==> config.mk <==
export PLATFORM = sky130hd
export DESIGN_NAME = iir_sweep_ctrl
export DESIGN_NICKNAME = d
export VERILOG_FILES = /design/src/rtl/iir_sweep_ctrl.sv
export SDC_FILE = /design/constraint.sdc
export NUM_CORES = 1
export LEC_CHECK = 0
export ABC_AREA = 1
export BUFFER_PORTS_ARGS = -buffer_cell sky130_fd_sc_hd__buf_4
export CAP_MARGIN = 0
export CORE_AREA = 2 2 111 113
export DETAILED_ROUTE_END_ITERATION = 8
export DIE_AREA = 0 0 113 115
export PLACE_DENSITY = 0.8
export SLEW_MARGIN = 20
export SYNTH_ARGS = -nofsm -noshare
export SYNTH_HDL_FRONTEND = slang
export SYNTH_SLANG_ARGS = --single-unit
==> constraint.sdc <==
create_clock -name clk -period 3.6 [get_ports clk]
set_input_delay 0.72 -clock clk [delete_from_list [all_inputs] [get_ports clk]]
set_output_delay 0.72 -clock clk [all_outputs]
set_load 0.05 [all_outputs]
==> src/rtl/iir_sweep_ctrl.sv <==
// Sweeps IIR coefficient index 0..NIDX-1 (flush, settle, integrate |dout|) and reports the strongest index.
// Define IIR_SWEEP_LOCK_EN to park iir_idx on best_idx after a completed sweep.
`timescale 1ns/1ps
module iir_sweep_ctrl #(
  parameter  int NIDX     = 20,
  parameter  int DW       = 20,
  parameter  int FLUSH    = 4,
  parameter  int SETTLE   = 256,
  parameter  int ACC_LOG2 = 8,
  localparam int IW       = (NIDX > 1) ? $clog2(NIDX) : 1,
  localparam int AW       = DW + ACC_LOG2
) (
  input  logic                 clk,
  input  logic                 rst,
  input  logic                 start,
  input  logic                 abort,
  input  logic                 smp_vld,
  input  logic signed [DW-1:0] iir_dout,
  output logic [31:0]          iir_idx,
  output logic                 iir_rst_n,
  output logic                 busy,
  output logic                 done,
  output logic [IW-1:0]        best_idx,
  output logic [AW-1:0]        best_mag
);

  localparam int NACC = 1 << ACC_LOG2;
  localparam int CMAX = (FLUSH > SETTLE) ? ((FLUSH > NACC) ? FLUSH : NACC)
                                         : ((SETTLE > NACC) ? SETTLE : NACC);
  localparam int CW   = $clog2(CMAX + 1);

  typedef enum logic [2:0] {
    S_IDLE, S_FLUSH, S_SETTLE, S_ACC, S_CMP, S_DONE
  } state_t;

  state_t        r_state, w_state_nxt;
  logic [CW-1:0] r_cnt, w_cnt_nxt;
  logic [AW-1:0] r_acc, w_acc_nxt;
  logic [IW-1:0] r_idx, w_idx_nxt;
  logic [IW-1:0] r_best_idx, w_best_idx_nxt;
  logic [AW-1:0] r_best_mag, w_best_mag_nxt;
  logic          r_rst_n, w_rst_n_nxt;

  logic          w_is_min;
  logic [DW-1:0] w_abs;

  // The most negative sample has no positive twin; clamp it to the largest positive value.
  assign w_is_min = (iir_dout == {1'b1, {(DW-1){1'b0}}});
  assign w_abs    = w_is_min     ? {1'b0, {(DW-1){1'b1}}} :
                    iir_dout[DW-1] ? (~iir_dout + 1'b1)   : iir_dout;

  always_comb begin
    w_state_nxt    = r_state;
    w_cnt_nxt      = r_cnt;
    w_acc_nxt      = r_acc;
    w_idx_nxt      = r_idx;
    w_best_idx_nxt = r_best_idx;
    w_best_mag_nxt = r_best_mag;
    w_rst_n_nxt    = 1'b1;

    unique case (r_state)
      S_IDLE: begin
        if (start) begin
          w_state_nxt    = S_FLUSH;
          w_cnt_nxt      = '0;
          w_acc_nxt      = '0;
          w_idx_nxt      = '0;
          w_best_idx_nxt = '0;
          w_best_mag_nxt = '0;
          w_rst_n_nxt    = 1'b0;
        end
      end
      S_FLUSH: begin
        if (r_cnt == CW'(FLUSH - 1)) begin
          w_state_nxt = S_SETTLE;
          w_cnt_nxt   = '0;
        end else begin
          w_cnt_nxt   = r_cnt + 1'b1;
          w_rst_n_nxt = 1'b0;
        end
      end
      S_SETTLE: begin
        if (smp_vld) begin
          if (r_cnt == CW'(SETTLE - 1)) begin
            w_state_nxt = S_ACC;
            w_cnt_nxt   = '0;
            w_acc_nxt   = '0;
          end else begin
            w_cnt_nxt = r_cnt + 1'b1;
          end
        end
      end
      S_ACC: begin
        if (smp_vld) begin
          w_acc_nxt = r_acc + {{ACC_LOG2{1'b0}}, w_abs};
          if (r_cnt == CW'(NACC - 1)) begin
            w_state_nxt = S_CMP;
            w_cnt_nxt   = '0;
          end else begin
            w_cnt_nxt = r_cnt + 1'b1;
          end
        end
      end
      S_CMP: begin
        // Strict compare so equal magnitudes keep the earlier index.
        if (r_acc > r_best_mag) begin
          w_best_mag_nxt = r_acc;
          w_best_idx_nxt = r_idx;
        end
        if (r_idx == IW'(NIDX - 1)) begin
          w_state_nxt = S_DONE;
        end else begin
          w_idx_nxt   = r_idx + 1'b1;
          w_state_nxt = S_FLUSH;
          w_rst_n_nxt = 1'b0;
        end
      end
      S_DONE: begin
`ifdef IIR_SWEEP_LOCK_EN
        w_idx_nxt = r_best_idx;
`else
        w_idx_nxt = r_idx;
`endif
        w_state_nxt = S_IDLE;
      end
      default: begin
        w_state_nxt = S_IDLE;
      end
    endcase

    // Abort freezes index and results where they stand and releases the filter.
    if (abort) begin
      w_state_nxt    = S_IDLE;
      w_cnt_nxt      = '0;
      w_acc_nxt      = r_acc;
      w_idx_nxt      = r_idx;
      w_best_idx_nxt = r_best_idx;
      w_best_mag_nxt = r_best_mag;
      w_rst_n_nxt    = 1'b1;
    end
  end

  always_ff @(posedge clk or posedge rst) begin
    if (rst) begin
      r_state    <= S_IDLE;
      r_cnt      <= '0;
      r_acc      <= '0;
      r_idx      <= '0;
      r_best_idx <= '0;
      r_best_mag <= '0;
      r_rst_n    <= 1'b0;
    end else begin
      r_state    <= w_state_nxt;
      r_cnt      <= w_cnt_nxt;
      r_acc      <= w_acc_nxt;
      r_idx      <= w_idx_nxt;
      r_best_idx <= w_best_idx_nxt;
      r_best_mag <= w_best_mag_nxt;
      r_rst_n    <= w_rst_n_nxt;
    end
  end

  assign iir_idx   = {{(32-IW){1'b0}}, r_idx};
  assign iir_rst_n = r_rst_n;
  assign busy      = (r_state != S_IDLE) && (r_state != S_DONE);
  assign done      = (r_state == S_DONE);
  assign best_idx  = r_best_idx;
  assign best_mag  = r_best_mag;

endmodule
==> key figures <==
Clocking
  – Clk buf depth: 2
  – CTS tree: done
  – Hold-fix buffers at CTS: 0
  – CTS Buf Count: 9
  – Setup Buffers After CTS: 0
  – Num Clock Sinks: 79
  – H-tree lvl count: 3
  – Root buffer cell: clkbuf_16
  – Clock transition at the registers of the reported paths: 0.06 ns
  – Cts repair resizes: 0
  – Clock latency on the worst-skew pair: 0.35 ns

Global route
  – First-pass GRT wire length: 28,000 µm
  – Largest net degree at the start of global routing: 40
  – Antenna violations before repair: 0
  – Total GRT Usage: 26.7%
  – Grt total ovfl: 0
  – Number of global-route vias before repair: 6,150

Synth
  – Share of the synthesized area in the top cell type: 28.8%
  – Post-synth top area cell: dfrtp_1
  – Synth top area cells: dfrtp_1, nand2_1, ha_1
  – Ys Warns: 0
  – Post-synthesis sequential area ratio: between 20% and 30%
  – Synthesized area: 0.00686 mm²
  – Synth unique cells: 45
  – FF+latch count, synth: 79
  – Post-Synthesis Cells: around 1,000
  – Synthesized area per cell: between 6 and 7 µm²

Placement
  – Buffers on Ports: 65
  – Gpl congestion: 0.959
  – Post-detail-place hpwl: 13,000 µm

Worst setup path
  – Worst r2r path cells: 15
  – Crit path launch type: input port
  – Crit Reg-Reg Endpoint: r_acc[23]$_DFFE_PP0P_
  – Critical path type: in -> reg
  – Crit path capture type: flip-flop
  – Worst Path Arrival: 3.43 ns
  – Worst Path Required: 3.84 ns
  – Setup slack, reg-to-reg: 1.07 ns
  – CP Max Fanout: 5
  – FF-to-FF Start: r_cnt[0]$_DFFE_PP0P_

Timing
  – Slew @ Worst Pin: ~0.67 ns
  – Final hold vios: 0
  – Hold slack: around 0.45 ns
  – Slew Viols, Final: 0
  – Period utilization: between 80% and 90%
  – Setup TNS: 0 ns
  – Setup Viol. Count Final: 0
  – Max-slew headroom: a little under three fifths
  – RSZ-0062 raised after global routing: no
  – Period minus WS final: 3.19 ns
  – Skew final: 0.00724 ns
  – Max Clk Rate: 314 MHz

Detailed routing
  – Drt first pass iters: 8
  – DRC viols: 8
  – DR vias: about 6,600
  – Iteration-0 DRC count of the detailed router: 529
  – Vias per Instance: 5.19
  – Average wire per standard cell: approximately 13 µm
  – Routed wire length: about 17,000 µm
  – Antenna violation net count after detailed routing: 0

Final layout
  – Commonest non-fill, non-tap cell in the layout: nand2_1
  – N_diodes: 0
  – Most frequent cells in the layout: nand2_1, inv_1, nor2_1, nand3_1
  – Filler Cells Inserted: 1,141
  – Layout cells sized above 1: 11.2%
  – Area grow syn2layout: 12.3%
  – Layout Nets: 1,200

Die
  – Core region area: ~0.012 mm²
  – Die Ht: 115 µm
  – # rows: 40
  – Initial Util: 58.0%
  – Die width: 113 µm
  – DIE AREA: 0.0130 mm²
  – Ports: 93

Status
  – Failing checks: design-rule violations
  – Outcome: finished, violations left

Flow run
  – Max Cap Violations: 0

Pwr
  – PwrDens: 461 mW/mm²
  – Pleak: 4.18 nW
  – Worst vdd ir: 0.397 mV

Worst hold path
  – Hold Crit Class: in -> async
[power by group]
part	leakage, nW	internal, W	total, W	switching [W]
Clock	0.149	0.000556	0.000937	0.000381
Sequential	1.10	0.000940	0.000999	0.0000595
Combinational	2.93	0.000448	0.00161	0.00116
Total	4.18	0.00194	0.00355	0.00160
[sequential cells by signal, indices dropped and copies added, names as in the netlist]
| name | flops |
|---|---|
| r_idx | 5 |
| r_acc | 28 |
| best_mag | 28 |
| r_state | 3 |
| best_idx | 5 |
| r_cnt | 9 |
| iir_rst_n | 1 |
[metrics by stage]
| stage | instance area, µm² | util [%] | setup slack, ns | std cells | power [W] |
|---|---|---|---|---|---|
| floorplan | 6950 | - | 0.225 | 1075 | 0.00229 |
| global placement | 7400 | 62.6 | 0.105 | 1254 | 0.00258 |
| detailed placement | 7400 | 62.6 | 0.0609 | 1254 | 0.00260 |
| CTS | 7700 | 65.2 | 0.414 | 1270 | 0.00355 |
| global route | 7700 | 65.2 | 0.0181 | 1270 | 0.00377 |
| finish | 7700 | 65.2 | 0.410 | 1270 | 0.00355 |
[kinds of logic (layout without fill, tap and decap cells)]
kind of cell,after synthesis,after routing,synth area share (%)
AOI/OAI and AO/OA,86,86,7.52
xor gates and xnor gates,18,18,2.30
adders and majority gates,57,57,10.5
buffers and inverters,210,258,13.9
DFF,79,79,28.8
other,1,27,0.0547
and+or+nand+nor,598,598,36.9
[cell type report]
type                            instances  area [µm²]  share of cell area [%]
Sequential cell                        79        1980                    25.7
Tap cell                              147         184                    2.39
Clock inverter                          5        57.6                   0.748
Timing Repair Buffer                   79         593                    7.70
Clock buffer                           11         243                    3.15
Multi-Input combinational cell        786        4030                    52.3
Inverter                              163         618                    8.03
[routing by layer]
layer | part of all wire, % | vias up | GRT usage [%]
li1 | - | 3377 | -
met1 | 46 | 2995 | 35.5
met2 | 46 | 187 | 44.6
met3 | 5.5 | 30 | 4.43
met4 | 1.9 | 0 | 8.54
met5 | 0 | - | 0
[worst max-delay path, stage by stage]
cell	delay, ns
buf_4	0.11
inv_1	0.07
ha_1	0.17
nand4_1	0.12
buf_4	0.17
nor3_1	0.15
nand3_1	0.13
nand2_1	0.09
xor2_1	0.19
nand2_1	0.11
ha_1	0.38
nand2_1	0.12
inv_1	0.07
nand2_1	0.08
nor3_1	0.25
nand3_1	0.12
nand3_1	0.19
nand3_1	0.09
nand2_1	0.07
nor2_1	0.04
[worst max path at each step]
stage / start / end / slack [ns] / depth (start not counted)
after floorplan: iir_dout[0] / r_acc[22]$_DFFE_PP0P_ / 0.23 / 20
after global placement: iir_dout[0] / r_acc[20]$_DFFE_PP0P_ / 0.10 / 20
after global routing: iir_dout[0] / r_acc[24]$_DFFE_PP0P_ / 0.02 / 20
after CTS: iir_dout[0] / r_acc[24]$_DFFE_PP0P_ / 0.41 / 20
final: iir_dout[0] / r_acc[24]$_DFFE_PP0P_ / 0.41 / 20
after detailed placement: iir_dout[0] / r_acc[24]$_DFFE_PP0P_ / 0.06 / 20
[Yosys cell counts]
cell,n
buf_1,2
nand2_8,1
o21ai_0,22
fa_1,1
a21o_1,1
clkbuf_1,6
ha_1,56
nor3_2,1
xnor2_1,4
dfrtp_1,79
inv_1,157
nand2_4,2
nand4_2,1
nor3_1,18
inv_2,4
a211oi_2,1
nor3b_1,1
nand2_2,7
inv_4,2
nand3b_1,3
buf_6,6
a211oi_1,1
or2_1,1
a31oi_1,2
or2_2,1
o22a_1,1
a21oi_1,41
conb_1,1
nor2_4,2
nor2_8,1
nand3_1,93
buf_2,5
nor4_1,2
buf_4,28
o22ai_1,7
nand4_1,9
nor2_1,129
xor2_1,14
o211ai_1,1
and2_1,2
o21ai_2,1
o22ai_2,6
o31ai_1,1
a21oi_2,1
nand2_1,324
Note: power is estimated with default switching activity, not from simulation.
